**src/rtl/std_csr_pkg.sv**
```systemverilog
// Shared definitions for the CSR bit-write front end.
//   csr_op_e          : request operation encodings (matches the 2-bit req_op port)
//   csr_bitwr_state_e : control FSM states of std_csr_bitwr
package std_csr_pkg;

  typedef enum logic [1:0] {
    CSR_OP_READ  = 2'b00,
    CSR_OP_WRITE = 2'b01,
    CSR_OP_SET   = 2'b10,
    CSR_OP_CLEAR = 2'b11
  } csr_op_e;

  typedef enum logic [1:0] {
    CSR_BITWR_IDLE = 2'b00,
    CSR_BITWR_EXEC = 2'b01,
    CSR_BITWR_RESP = 2'b10
  } csr_bitwr_state_e;

endpackage

```
**src/rtl/std_csr_bitwr_mask.sv**
```systemverilog
// Combinational enable/data generator for a bit-enable storage element.
// Ports:
//   op        : requested operation (read/write/set/clear)
//   data      : write value, or set/clear bit mask
//   stor_q    : current storage value (used for read-only violation detection)
//   en        : per-bit enable, never set outside WMASK
//   d         : per-bit data
//   violation : request touches a read-only bit
module std_csr_bitwr_mask
  import std_csr_pkg::*;
#(
  parameter int unsigned           DATA_WIDTH = 64,
  parameter logic [DATA_WIDTH-1:0] WMASK      = '1
) (
  input  csr_op_e               op,
  input  logic [DATA_WIDTH-1:0] data,
  input  logic [DATA_WIDTH-1:0] stor_q,
  output logic [DATA_WIDTH-1:0] en,
  output logic [DATA_WIDTH-1:0] d,
  output logic                  violation
);

  always_comb begin
    en        = '0;
    d         = '0;
    violation = 1'b0;
    case (op)
      CSR_OP_WRITE: begin
        en        = WMASK;
        d         = data;
        // A write that merely restates the read-only bits is not a violation.
        violation = |((data ^ stor_q) & ~WMASK);
      end
      CSR_OP_SET: begin
        en        = data & WMASK;
        d         = '1;
        violation = |(data & ~WMASK);
      end
      CSR_OP_CLEAR: begin
        en        = data & WMASK;
        d         = '0;
        violation = |(data & ~WMASK);
      end
      default: begin
        en        = '0;
        d         = '0;
        violation = 1'b0;
      end
    endcase
  end

endmodule

```
**src/rtl/std_csr_bitwr.sv**
```systemverilog
// Read-modify-write control stage in front of a bit-enable DFF storage.
// Accepts one read/write/set/clear request, drives the storage enable/data for
// exactly one cycle, then returns the pre-update storage value.
// Ports:
//   clk, resetn          : clock, asynchronous active-low reset
//   req_valid/req_ready  : request handshake; req_op, req_data carry the request
//   stor_q               : storage current value
//   stor_en, stor_d      : storage per-bit enable and data (non-zero only in EXEC)
//   rsp_valid/rsp_ready  : response handshake; rsp_rdata, rsp_err carry the response
// Optional feature: define STD_CSR_BITWR_ROERR_EN to suppress requests touching
// read-only bits and flag them on rsp_err; otherwise rsp_err is constant 0.
module std_csr_bitwr
  import std_csr_pkg::*;
#(
  parameter int unsigned           DATA_WIDTH = 64,
  parameter logic [DATA_WIDTH-1:0] WMASK      = '1
) (
  input  logic                  clk,
  input  logic                  resetn,
  input  logic                  req_valid,
  output logic                  req_ready,
  input  logic [1:0]            req_op,
  input  logic [DATA_WIDTH-1:0] req_data,
  input  logic [DATA_WIDTH-1:0] stor_q,
  output logic [DATA_WIDTH-1:0] stor_en,
  output logic [DATA_WIDTH-1:0] stor_d,
  output logic                  rsp_valid,
  input  logic                  rsp_ready,
  output logic [DATA_WIDTH-1:0] rsp_rdata,
  output logic                  rsp_err
);

  csr_bitwr_state_e      state_q, state_d;
  csr_op_e               op_q;
  logic [DATA_WIDTH-1:0] data_q;
  logic [DATA_WIDTH-1:0] rdata_q;
  logic                  err_q;
  logic                  capture_req;
  logic                  capture_rsp;

  logic [DATA_WIDTH-1:0] mask_en;
  logic [DATA_WIDTH-1:0] mask_d;
  logic                  mask_violation;
  logic                  exec_violation;

  std_csr_bitwr_mask #(
    .DATA_WIDTH (DATA_WIDTH),
    .WMASK      (WMASK)
  ) u_mask (
    .op        (op_q),
    .data      (data_q),
    .stor_q    (stor_q),
    .en        (mask_en),
    .d         (mask_d),
    .violation (mask_violation)
  );

`ifdef STD_CSR_BITWR_ROERR_EN
  assign exec_violation = mask_violation;
`else
  logic unused_violation;
  assign unused_violation = mask_violation;
  assign exec_violation   = 1'b0;
`endif

  always_ff @(posedge clk or negedge resetn) begin
    if (!resetn) begin
      state_q <= CSR_BITWR_IDLE;
    end else begin
      state_q <= state_d;
    end
  end

  always_ff @(posedge clk or negedge resetn) begin
    if (!resetn) begin
      op_q    <= CSR_OP_READ;
      data_q  <= '0;
      rdata_q <= '0;
      err_q   <= 1'b0;
    end else begin
      if (capture_req) begin
        op_q   <= csr_op_e'(req_op);
        data_q <= req_data;
      end
      if (capture_rsp) begin
        rdata_q <= stor_q;
        err_q   <= exec_violation;
      end
    end
  end

  // Storage controls depend only on registered state and the captured request,
  // so reset forces stor_en low through state_q without a clock edge.
  always_comb begin
    state_d     = state_q;
    req_ready   = 1'b0;
    rsp_valid   = 1'b0;
    stor_en     = '0;
    stor_d      = '0;
    capture_req = 1'b0;
    capture_rsp = 1'b0;
    case (state_q)
      CSR_BITWR_IDLE: begin
        req_ready = 1'b1;
        if (req_valid) begin
          capture_req = 1'b1;
          state_d     = CSR_BITWR_EXEC;
        end
      end
      CSR_BITWR_EXEC: begin
        stor_en     = exec_violation ? '0 : mask_en;
        stor_d      = mask_d;
        capture_rsp = 1'b1;
        state_d     = CSR_BITWR_RESP;
      end
      CSR_BITWR_RESP: begin
        rsp_valid = 1'b1;
        if (rsp_ready) begin
          state_d = CSR_BITWR_IDLE;
        end
      end
      default: begin
        state_d = CSR_BITWR_IDLE;
      end
    endcase
  end

  assign rsp_rdata = rdata_q;
  assign rsp_err   = err_q;

endmodule
```
**config.mk**
```make
export PLATFORM = sky130hd
export DESIGN_NAME = std_csr_bitwr
export DESIGN_NICKNAME = d
export VERILOG_FILES = /design/src/rtl/std_csr_pkg.sv /design/src/rtl/std_csr_bitwr_mask.sv /design/src/rtl/std_csr_bitwr.sv
export SDC_FILE = /design/constraint.sdc
export NUM_CORES = 1
export LEC_CHECK = 0
export ABC_CLOCK_PERIOD_IN_PS = 5500
export CORE_ASPECT_RATIO = 0.75
export CORE_UTILIZATION = 43
export DETAILED_ROUTE_END_ITERATION = 10
export PLACE_DENSITY = 0.84
export SETUP_SLACK_MARGIN = 0.2
export SYNTH_ARGS = -nofsm -noshare
export SYNTH_HDL_FRONTEND = slang
export SYNTH_SLANG_ARGS = --single-unit
```
**constraint.sdc**
```tcl
create_clock -name clk -period 5.5 [get_ports clk]
set_input_delay 0.55 -clock clk [delete_from_list [all_inputs] [get_ports clk]]
set_output_delay 0.55 -clock clk [all_outputs]
set_load 0.05 [all_outputs]
```
==> metrics <==
status completed; cts-stage hold buffer count 0; area occupied by registers 3304 um2; Post-synth EDFFs 0; share of cells above drive strength 1 19.60%; Clock Pin Slew Worst Setup and Hold Paths 0.06 ns; synthesized area 6240 um2; Bufs on Longest Clock Path 2; fillers 997; Crit. End Element output port; GRT Resource Usage Total 25.81%; # port buffers 327; syn avg cell area 10.61 um2; total power draw 7690 uW; largest net degree at the start of global routing 79; Cells after Synth 588; post-layout min period 4.076 ns; # clock sinks 132; setup total negative slack 0 ns; Worst setup SP type register; drt first pass iters 5; top cells by area, synth dfrtp_1 53%, mux2_2 23%, a21oi_1 10%, nor2_1 3.9%, nand2_1 3.9%; Final GP Congestion 0.7980; Slew Viols, Final 0; post-CTS setup buffer count 0; Synth Flop Type dfrtp_1; Final Hold Fails 0; crit path kind reg -> out; root buf cell clkbuf_16; CP max FO 67; # setup viols final 0; f_max 0.2453 GHz; DR WL/cell 17.57 um; reg2reg setup slack 3.35 ns; period utilization 74.11%; post-CTS resize count 0; top-area cell type share of the netlist area 52.94%; Routed Antenna Nets 0; Seq/Total Area, Yosys 52.94%; worst r2r path cells 3; total grt overflow 0; initial antenna violation count 0; unrepaired setup endpoints after global routing false; insertion delay to the later sink of the worst-skew pair 0.40 ns; DP HPWL 13580 um; slowest stage delay, CP 0.85 ns; Layout Skew 0.008468 ns; Vias/cell 5.080; worst-margin pin slew 0.8884 ns; die width 141.1 um; first-pass GRT wire length 29720 um; Final Net Count 1022; Yosys cell types 16; Max-cap violations 0; post-synth net total 724; Core Region 13930 um2; Top cell by count, worst path buf_4; Num CTS Buffers 17; LEAKAGE 0.004094 uW; CP arrival 3.53 ns; H-Tree Depth 4; DIE HEIGHT 106.3 um; Hold Crit Class in -> async; footprint of the multi-input gates 2684 um2; pwr dens 749.5 nW/um2; Crit path required time 4.95 ns; CP Cell Sequence buf_4 -> inv_1 -> ha_2 -> buf_4 -> a21oi_1 -> nor2_1 -> clkdlybuf4s50_1; Area growth syn-to-layout 64.45%; Via Count 5552; Slew HR 40.77%; Starting Density 44.78%; die area 15000 um2; CP max-delay cell clkdlybuf4s50_1; drt total wl 19210 um; Synth warnings 0; Initial DRC Count 214; boundary pin count 329; DRC 0; Synth area leader dfrtp_1; Worst R2R Start state_q[1]$_DFFE_PN0P_; antenna cells 0; Async SR Flop Fraction 100.0%; flops & latches, synth 132; vias in the first global route 5503; CTS tree built; worst vdd ir 483.8 uV; Rows 37; FF-to-FF End rsp_rdata[21]$_DFFE_PN0P_
sequential cells by signal, summed over array words and instances (netlist names):
name / count
data_q: 64
rsp_rdata: 64
op_q: 2
state_q: 2
critical path, delay by kind of cell (launching register included):
kind	cells	cell delay (ns)
adders and majority gates	1	0.72
and+or+nand+nor	1	0.16
AOI/OAI and AO/OA	1	0.11
buffers and inverters	4	1.72
DFF	1	0.40
through the flow:
stage / std cells / area (um2) / worst slack [ns] / hold slack (ns) / util, %
finish: 1093 / 10260 / 1.424 / 0.1758 / 73.64
global route: 1093 / 10260 / 1.229 / 0.2238 / 73.64
CTS: 1093 / 10260 / 1.448 / 0.1994 / 73.64
detailed placement: 1062 / 9585 / 1.878 / 0.4917 / 68.79
global placement: 1062 / 9585 / 1.989 / 0.4872 / 68.79
floorplan: 588 / 6240 / 2.712 / 0.2544 / -
routing by layer:
metal / up-vias / global-route usage (%) / part of all wire (%)
li1: 2609 / - / -
met1: 2675 / 31.64 / 40
met2: 244 / 42.11 / 49
met3: 24 / 9.189 / 9.2
met4: 0 / 8.929 / 2.2
met5: - / 0 / 0
layout by cell type (no fill, tap or decap):
| cell type | Yosys | routed |
|---|---|---|
| nand2_1 | 64 | 64 |
| or3b_2 | 0 | 1 |
| buf_4 | 5 | 9 |
| conb_1 | 1 | 1 |
| ha_2 | 0 | 2 |
| a21oi_1 | 128 | 128 |
| mux2_2 | 128 | 128 |
| nand2b_4 | 0 | 1 |
| nor3b_4 | 0 | 1 |
| buf_6 | 0 | 1 |
| nand2b_2 | 0 | 1 |
| mux2_1 | 2 | 2 |
| dfrtp_1 | 132 | 131 |
| clkdlybuf4s50_1 | 0 | 326 |
| clkinv_4 | 0 | 6 |
| clkbuf_16 | 0 | 17 |
| nor2_1 | 65 | 65 |
| dfrtp_2 | 0 | 1 |
| o21ai_0 | 1 | 1 |
| bufinv_16 | 0 | 6 |
| inv_6 | 0 | 2 |
| nand2b_1 | 3 | 1 |
| inv_1 | 3 | 3 |
where the power goes:
group | switching (uW) | internal, uW | total [uW]
Sequential | 341 | 1480 | 1820
Clock | 434 | 856 | 1290
Combinational | 2940 | 1640 | 4580
cell type report:
class	instances	share of cell area [%]
inverter	3	0.1097
sequential	132	32.20
timing repair buffer	336	32.57
multi-input combinational	396	26.16
tap	195	2.378
clock buffer	17	4.146
clock inverter	14	2.439
Yosys cell counts (2+ instances only):
library cell / n
dfrtp_1: 132
a21oi_1: 128
mux2_2: 128
nor2_1: 65
nand2_1: 64
clkbuf_1: 28
buf_2: 24
buf_4: 5
inv_1: 3
nand2b_1: 3
ha_1: 2
mux2_1: 2
kinds of logic after synthesis:
kind of cell / count (synthesis) / share of synthesized area (%)
and+or+nand+nor: 134 / 8.402
DFF: 132 / 52.94
muxes: 130 / 23.46
AOI/OAI and AO/OA: 129 / 10.35
buffers and inverters: 60 / 4.392
adders and majority gates: 2 / 0.4010
other: 1 / 0.06010
worst max path at each step:
stage / start / end / slack (ns)
3_3_place_gp: op_q[1]$_DFFE_PN0P_ / stor_d[41] / 1.99
5_1_grt: op_q[1]$_DFFE_PN0P_ / stor_d[24] / 1.23
4_1_cts: op_q[1]$_DFFE_PN0P_ / stor_d[24] / 1.45
6_report: op_q[1]$_DFFE_PN0P_ / stor_d[24] / 1.42
2_1_floorplan: op_q[1]$_DFFE_PN0P_ / stor_d[54] / 2.71
3_5_place_dp: op_q[1]$_DFFE_PN0P_ / stor_d[24] / 1.88
No activity file was read; power rests on OpenSTA's default activity.
